<file path="config.mk">
export PLATFORM = sky130hd
export DESIGN_NAME = hbram_burst_engine
export DESIGN_NICKNAME = d
export VERILOG_FILES = /design/src/rtl/hbram_burst_engine.sv
export SDC_FILE = /design/constraint.sdc
export NUM_CORES = 1
export LEC_CHECK = 0
export CORE_UTILIZATION = 32
export DETAILED_ROUTE_END_ITERATION = 10
export PLACE_DENSITY = 0.74
export SYNTH_ARGS = -nofsm -noshare
export SYNTH_HDL_FRONTEND = slang
export SYNTH_SLANG_ARGS = --single-unit
</file>
<file path="constraint.sdc">
create_clock -name ram_clock -period 2.05 [get_ports ram_clock]
set_input_delay 0.205 -clock ram_clock [delete_from_list [all_inputs] [get_ports ram_clock]]
set_output_delay 0.205 -clock ram_clock [all_outputs]
set_load 0.005 [all_outputs]
</file>
<file path="src/rtl/hbram_burst_engine.sv">
// HyperRAM burst engine: turns one sequencer request into a single command plus
// burst_len data beats on the HyperBus controller native interface.
module hbram_burst_engine #(
  parameter int DATA_WIDTH = 32,
  parameter int LEN_WIDTH  = 11
) (
  input  logic                  ram_clock,
  input  logic                  ram_reset_n,
  input  logic                  ram_en,
  input  logic                  ram_rw_ctrl,
  input  logic [31:0]           ram_addr,
  input  logic [LEN_WIDTH-1:0]  burst_len,
  output logic                  operating,
  output logic                  busy,
  output logic                  hbc_cmd_valid,
  input  logic                  hbc_cmd_ready,
  output logic                  hbc_cmd_rw,
  output logic [31:0]           hbc_cmd_addr,
  output logic [LEN_WIDTH-1:0]  hbc_cmd_len,
  output logic                  hbc_wr_valid,
  input  logic                  hbc_wr_ready,
  output logic [DATA_WIDTH-1:0] hbc_wr_data,
  output logic                  hbc_wr_last,
  input  logic                  hbc_rd_valid,
  input  logic [DATA_WIDTH-1:0] hbc_rd_data,
  output logic                  wfifo_rd_en,
  input  logic [DATA_WIDTH-1:0] wfifo_rd_data,
  input  logic                  wfifo_empty,
  output logic                  rfifo_wr_en,
  output logic [DATA_WIDTH-1:0] rfifo_wr_data,
  input  logic                  rfifo_full,
  output logic                  err_overflow
);

  // state | meaning
  // IDLE  | no burst, waiting for ram_en
  // CMD   | presenting the latched command to the controller
  // WDATA | streaming write FIFO beats to the controller
  // RDATA | streaming controller read beats into the read FIFO
  // DONE  | single-cycle gap; starts a pending/new burst or returns to IDLE
  typedef enum logic [2:0] {IDLE, CMD, WDATA, RDATA, DONE} state_t;

  localparam logic [LEN_WIDTH-1:0] LEN_ONE = LEN_WIDTH'(1);

  state_t               state, state_nxt;
  logic                 pending, pending_nxt;
  logic                 rw, rw_nxt;
  logic [31:0]          addr, addr_nxt;
  logic [LEN_WIDTH-1:0] len, len_nxt;
  logic [LEN_WIDTH-1:0] cnt, cnt_nxt;
  logic                 err, err_nxt;

  logic                 latch_req;
  logic                 at_last;
  logic                 cmd_valid_c, wr_valid_c, wr_last_c, pop_c, push_c;

  assign at_last = (cnt == (len - LEN_ONE));

  always_ff @(posedge ram_clock) begin
    if (!ram_reset_n) begin
      state   <= IDLE;
      pending <= 1'b0;
      rw      <= 1'b0;
      addr    <= '0;
      len     <= '0;
      cnt     <= '0;
      err     <= 1'b0;
    end else begin
      state   <= state_nxt;
      pending <= pending_nxt;
      rw      <= rw_nxt;
      addr    <= addr_nxt;
      len     <= len_nxt;
      cnt     <= cnt_nxt;
      err     <= err_nxt;
    end
  end

  always_comb begin
    state_nxt     = state;
    pending_nxt   = pending;
    rw_nxt        = rw;
    addr_nxt      = addr;
    len_nxt       = len;
    cnt_nxt       = cnt;
    err_nxt       = err;
    latch_req     = 1'b0;
    operating     = 1'b0;
    cmd_valid_c   = 1'b0;
    wr_valid_c    = 1'b0;
    wr_last_c     = 1'b0;
    pop_c         = 1'b0;
    push_c        = 1'b0;
    hbc_wr_data   = '0;
    rfifo_wr_data = '0;

    case (state)
      IDLE: begin
        if (ram_en) begin
          latch_req = 1'b1;
          state_nxt = CMD;
        end
      end
      CMD: begin
        operating   = 1'b1;
        cmd_valid_c = 1'b1;
        if (ram_en) pending_nxt = 1'b1;
        if (hbc_cmd_ready) begin
          cnt_nxt   = '0;
          state_nxt = rw ? RDATA : WDATA;
        end
      end
      WDATA: begin
        operating   = 1'b1;
        if (ram_en) pending_nxt = 1'b1;
        wr_valid_c  = ~wfifo_empty;
        hbc_wr_data = wfifo_rd_data;
        wr_last_c   = wr_valid_c & at_last;
        if (wr_valid_c && hbc_wr_ready) begin
          pop_c   = 1'b1;
          cnt_nxt = cnt + LEN_ONE;
          if (at_last) state_nxt = DONE;
        end
      end
      RDATA: begin
        operating     = 1'b1;
        if (ram_en) pending_nxt = 1'b1;
        rfifo_wr_data = hbc_rd_data;
        if (hbc_rd_valid) begin
          // a beat arriving into a full FIFO is lost but still counted
          push_c  = ~rfifo_full;
          cnt_nxt = cnt + LEN_ONE;
          if (rfifo_full) err_nxt = 1'b1;
          if (at_last) state_nxt = DONE;
        end
      end
      DONE: begin
        if (pending || ram_en) begin
          latch_req   = 1'b1;
          pending_nxt = 1'b0;
          state_nxt   = CMD;
        end else begin
          state_nxt = IDLE;
        end
      end
      default: state_nxt = IDLE;
    endcase

    if (latch_req) begin
      rw_nxt   = ram_rw_ctrl;
      addr_nxt = ram_addr;
      len_nxt  = (burst_len == '0) ? LEN_ONE : burst_len;
    end
  end

  // Handshakes are gated by reset so an abandoned burst pops/pushes nothing more.
  assign hbc_cmd_valid = cmd_valid_c & ram_reset_n;
  assign hbc_wr_valid  = wr_valid_c & ram_reset_n;
  assign hbc_wr_last   = wr_last_c & ram_reset_n;
  assign wfifo_rd_en   = pop_c & ram_reset_n;
  assign rfifo_wr_en   = push_c & ram_reset_n;

  assign busy          = (state != IDLE);
  assign hbc_cmd_rw    = rw;
  assign hbc_cmd_addr  = addr;
  assign hbc_cmd_len   = len;
  assign err_overflow  = err;

endmodule

</file>
Word-level counts from Yosys, hierarchy flattened
Cells that the tools add are included.
{"block": "word_totals", "elab_cells": 69, "inputBits": 116, "reg_bits": 60}
{"block": "classes", "addsub": 2, "n_bitwise": 8, "n_mux": 29, "reduce_logical": 12, "eq_ne": 11}
{"op": "$mux 32", "count": 2}
{"op": "$mux 11", "count": 4}
{"op": "$pmux 11 s3", "count": 1}
{"op": "$mux 3", "count": 5}
{"op": "$pmux 3 s5", "count": 1}
{"op": "$mux 1", "count": 14}
{"op": "$add 11x1->11 const B", "count": 1}
{"op": "$eq 11x11->1", "count": 1}
{"op": "$logic_not 11->1", "count": 1}
{"op": "$sub 11x1->11 const B", "count": 1}
{"op": "$ne 2x2->1 const B", "count": 5}
{"op": "$reduce_and 4->1", "count": 2}
{"op": "$and 1x1->1", "count": 6}
{"op": "$eq 3x2->1 const B", "count": 2}
{"op": "$reduce_and 3->1", "count": 2}
{"op": "$reduce_bool 3->1", "count": 2}
{"op": "$pmux 1 s2", "count": 2}
{"op": "$eq 3x1->1 const B", "count": 1}
{"op": "$eq 3x3->1 const B", "count": 1}
{"op": "$logic_not 3->1", "count": 1}
{"op": "$reduce_or 3->1", "count": 1}
{"op": "$ne 2x1->1 const B", "count": 1}
{"op": "$not 1->1", "count": 2}
{"op": "$reduce_bool 2->1", "count": 1}
{"op": "other kinds (2)", "count": 2}

Depth between registers and ports, before layout
{"block": "logic_depth", "depth_word": 5, "mapped_depth": 8, "mapped_depth_nobuf": 8}

Worst setup path before layout
No wires, ideal clock.
{"block": "synth_path", "path_type": "reg-to-reg", "startpoint": "register len[3], in the netlist hbc_cmd_len[3]", "endpoint": "register state[2]", "setup_time_ps": 61, "setup_slack_ps": -105, "path_stages_with_launch": 7, "synth_period_minus_slack_ps": 2155, "t_arrival_ps": 2093, "path_cell_list": "dfxtp_1 or4_4 nor4b_1 xnor2_1 nand4_1 a2111oi_2 and4b_1"}
{"block": "synth_via", "elab_chain_len": 5}
{"element": "start, declared", "line": "49", "source": "logic [LEN_WIDTH-1:0] len, len_nxt;"}
{"element": "start signal, assigned", "line": "73", "source": "len <= len_nxt;"}
{"element": "$sub 11x1->11 *", "line": "57", "source": "assign at_last = (cnt == (len - LEN_ONE));"}
{"element": "$eq 11x11->1 *", "line": "57"}
{"element": "$mux 3 *"}
{"element": "$mux 3, on equally long branches"}
{"element": "$pmux 3 s5 *"}
{"element": "end signal, assigned", "line": "69", "source": "state <= state_nxt;"}
{"element": "end, declared", "line": "45", "source": "state_t state, state_nxt;"}
Every way passes the cells marked *; elsewhere a longest branch is shown, timed or not. The select of a mux whose other input is x is not followed.
A chain may end at the register's enable or synchronous reset.

Worst setup path in the final report
{"block": "layout_path", "startpoint": "register len[3], in the netlist hbc_cmd_len[3]", "endpoint": "output hbc_wr_last"}
{"block": "layout_via", "elab_chain_len": 5}
{"element": "$sub 11x1->11", "line": "57"}
{"element": "$eq 11x11->1", "line": "57"}
{"element": "$and 1x1->1", "line": "118", "source": "wr_last_c = wr_valid_c & at_last;"}
{"element": "$mux 1", "line": "97", "source": "case (state)"}
{"element": "$and 1x1->1", "line": "159", "source": "assign hbc_wr_last = wr_last_c & ram_reset_n;"}
{"element": "end, declared", "line": "23", "source": "output logic hbc_wr_last,"}
No other way between the ends.

==> key figures <==
STA
  • Max Fclk: 0.3951 GHz
  • Setup tns final: -0.6990 ns
  • Final WS setup: -0.4809 ns
  • Max-slew violation count: 0
  • Final Hold Viols: 0
  • Ratio of final minimum period to clock period: 1.235
  • Clk_skew: ~0.006 ns
  • Final Setup Violations: 3
  • Worst slew pin tran: 1.162 ns
  • Max-slew headroom: 0.2189
  • RSZ-0062 raised after global routing: true
  • Final min period: 2.531 ns

Pwr
  • Pwr dens: 556.4 mW/mm²
  • Leakage power: 3.327 nW
  • Worst vdd ir: 530.6 µV

Yosys
  • Syn avg cell area: 7.836 µm²
  • Area leader, netlist: dfxtp_1
  • Flops & latches, synth: 60
  • Post-synth EDFFs: 0
  • Commonest cells in the netlist: 99 x nand2_1, 67 x and2_1, 60 x dfxtp_1, 46 x a21boi_0, 26 x clkbuf_1
  • Sequential area share after synthesis: 0.3730
  • Most used DFF post-synth: dfxtp_1
  • Syn_nets: approximately 530
  • Yosys cell types: 43
  • FFs w/ async S/R, synth: 0
  • Post-Synthesis Cells: 411
  • Top-count cell post-synth: nand2_1
  • Synth area leaders: dfxtp_1 37%, and2_1 13%, nand2_1 12%
  • Synth Cell Area: ~0.0032 mm²
  • Synth warn: 0
  • Share of the synthesized area in the top cell type: 0.3730

Placement
  • Placed insts: about 800
  • HPWL after detailed placement: 9219 µm
  • # port buffers: 231
  • Dpl cell area: between 0.006 and 0.007 mm²
  • Final Wtd Congestion: 0.8416

Hold path
  • Hold Path Class: input port to flip-flop

Global routing
  • Overall Global Routing Usage: 0.2276
  • Vias in the first global route: 3561
  • Largest net degree at the start of global routing: 46
  • First-pass GRT wire length: 18200 µm
  • Initial antenna violation count: 0
  • Total gr overflow: 0

Route
  • Number of DRC markers in iteration 0: between 150 and 200
  • # DRC: 0
  • Routed Wire Length: 12820 µm
  • Antenna Nets Post-Route: 0
  • Vias: 3854
  • Number of vias per cell: ~4.6
  • Wirelength per Cell: 15.22 µm
  • Initial DRT Pass Iterations: 4

Critical path
  • Startpoint class of the critical path: flip-flop
  • R2R cell count: 7
  • Capture point of the worst path: hbc_wr_last
  • Worst R2R End: state[2]$_SDFFE_PN0P_
  • Crit. End Element: output port
  • Worst Path Arrival: 2.33 ns
  • Worst path cell trace: or4_4, nor3_4, mux2i_1, o31ai_2, a211oi_2, and2_4, buf_6
  • Worst r2r src: hbc_cmd_len[3]$_SDFFE_PN0P_
  • Setup crit start: hbc_cmd_len[3]$_SDFFE_PN0P_
  • Crit-path max cell delay: 0.58 ns
  • Critical path type: flip-flop to output port
  • CP Max Fanout: 3
  • Reg2reg setup slack: -0.14 ns
  • Crit path required time: 1.85 ns
  • Slowest cell on crit path: or4_4

Run status
  • Failing checks: negative setup slack
  • Status: complete, but fails checks

Floorplan
  • Io pins: approximately 230
  • Core ar.: 0.009774 mm²
  • Die Height: roughly 100 µm
  • Die area: 0.01047 mm²
  • Width of the die: ~100 µm
  • Site row count: 36
  • Starting Density: 0.3295

Clock network
  • CTS clk-pin slew, worst paths: about 0.070 ns
  • Root Buffer: clkbuf_8
  • Max H-tree Level: 3
  • Clk_lat worst skew: 0.33 ns
  • Cts hold-fix bufs: 0
  • Worst-case clock buffer depth: 2
  • CTS tree: yes
  • Cts bufs inserted: 9
  • Num Clock Sinks: 60

Cells and area
  • Synth-to-layout area growth: 105.2%
  • Nets: 821
  • Share of post-route cells with drive strength above 1: 0.1737
  • Non-filler cells in the finished layout: 842
  • Final instance area: 0.006610 mm²

Flow run
  • Total of max-cap violations: 0
cells by family after synthesis:
family	after synthesis	share of synthesized area
fa+ha+maj	2	0.007769
buf+inv	30	0.03496
flops	60	0.3730
compound gates	70	0.1597
simple gates	228	0.3671
mux	1	0.003108
xor+xnor	20	0.05439
how the worst min path moves through the flow:
stage / end / startpoint / slack (ns) / cells past startpoint
after floorplan: hbc_cmd_addr[0]$_SDFFE_PN0P_ / ram_addr[0] / 0.35 / 2
after global placement: hbc_cmd_addr[8]$_SDFFE_PN0P_ / hbc_cmd_addr[8]$_SDFFE_PN0P_ / 0.45 / 2
after detailed placement: hbc_cmd_addr[2]$_SDFFE_PN0P_ / hbc_cmd_addr[2]$_SDFFE_PN0P_ / 0.46 / 2
after CTS: hbc_cmd_addr[2]$_SDFFE_PN0P_ / ram_addr[2] / 0.41 / 3
after global routing: hbc_cmd_addr[15]$_SDFFE_PN0P_ / ram_addr[15] / 0.42 / 3
final: hbc_cmd_addr[23]$_SDFFE_PN0P_ / ram_addr[23] / 0.43 / 3
sequential cells by signal, summed over array words and instances, names as in the netlist:
name,count
cnt,11
hbc_cmd_len,11
pending,1
hbc_cmd_rw,1
err_overflow,1
hbc_cmd_addr,32
state,3
cells in the final DEF (no fill, tap or decap), types with 3 or more instances in the layout:
cell and n:
a21boi_0 46, nor2_1 16, inv_1 3, o21ai_0 4, dlymetal6s2s_1 33, clkdlybuf4s50_1 163, buf_6 12, nand3_1 4
clkbuf_8 11, a21oi_1 5, dlygate4sd2_1 20, dfxtp_1 56, clkdlybuf4s15_1 4, a31oi_1 3, xor2_1 9, nand4_1 4
nor3_1 3, dfxtp_2 4, nand2b_1 4, nand2_1 98, bufinv_16 3, nor4_1 4, xnor2_1 11, clkbuf_2 10
buf_4 62, nor2b_1 4, and2_1 66
per-layer routing:
metal	GRT usage	part of all wire
met1	0.2875	0.43
met2	0.3665	0.49
met3	0.06635	0.067
met4	0.08571	0.019
met5	0	0
where the power goes:
part           internal, W  switching, W
clock             0.000873      0.000464
sequential         0.00124     0.0000478
combinational     0.000652      0.000401
through the flow:
stage / utilization / worst slack [ns] / power (W) / hold slack (ns)
floorplan: - / 0.01759 / 0.001666 / 0.3499
finish: 0.6763 / -0.4809 / 0.003678 / 0.4286
CTS: 0.6572 / -0.5711 / 0.003676 / 0.4112
global route: 0.6760 / -0.5983 / 0.003853 / 0.4150
detailed placement: 0.6157 / -0.6041 / 0.002289 / 0.4553
global placement: 0.6157 / -0.5839 / 0.002270 / 0.4483
final cells by class:
cell class / count / area, µm²
fill: 785 / 3164
clock buffer: 12 / 155.1
clock inverter: 4 / 95.09
antenna: 1 / 2.502
tap: 133 / 166.4
multi-input combinational: 321 / 1976
sequential: 60 / 1206
inverter: 3 / 11.26
timing repair buffer: 308 / 2998
worst max-delay path, delay by kind of cell, from the launching register on:
family / cells / cell delay (ns)
and+or+nand+nor: 3 / 0.95
AOI/OAI and AO/OA: 2 / 0.41
DFF: 1 / 0.32
muxes: 1 / 0.23
buffers and inverters: 1 / 0.09
timing repair:
action	in CTS	in global routing
gates cloned	4	3
endpoints found under the setup margin	70	54
setup buffers	9	11
resized for setup	60	69
pin swaps	8	8
(Power assumes the default switching activity.)
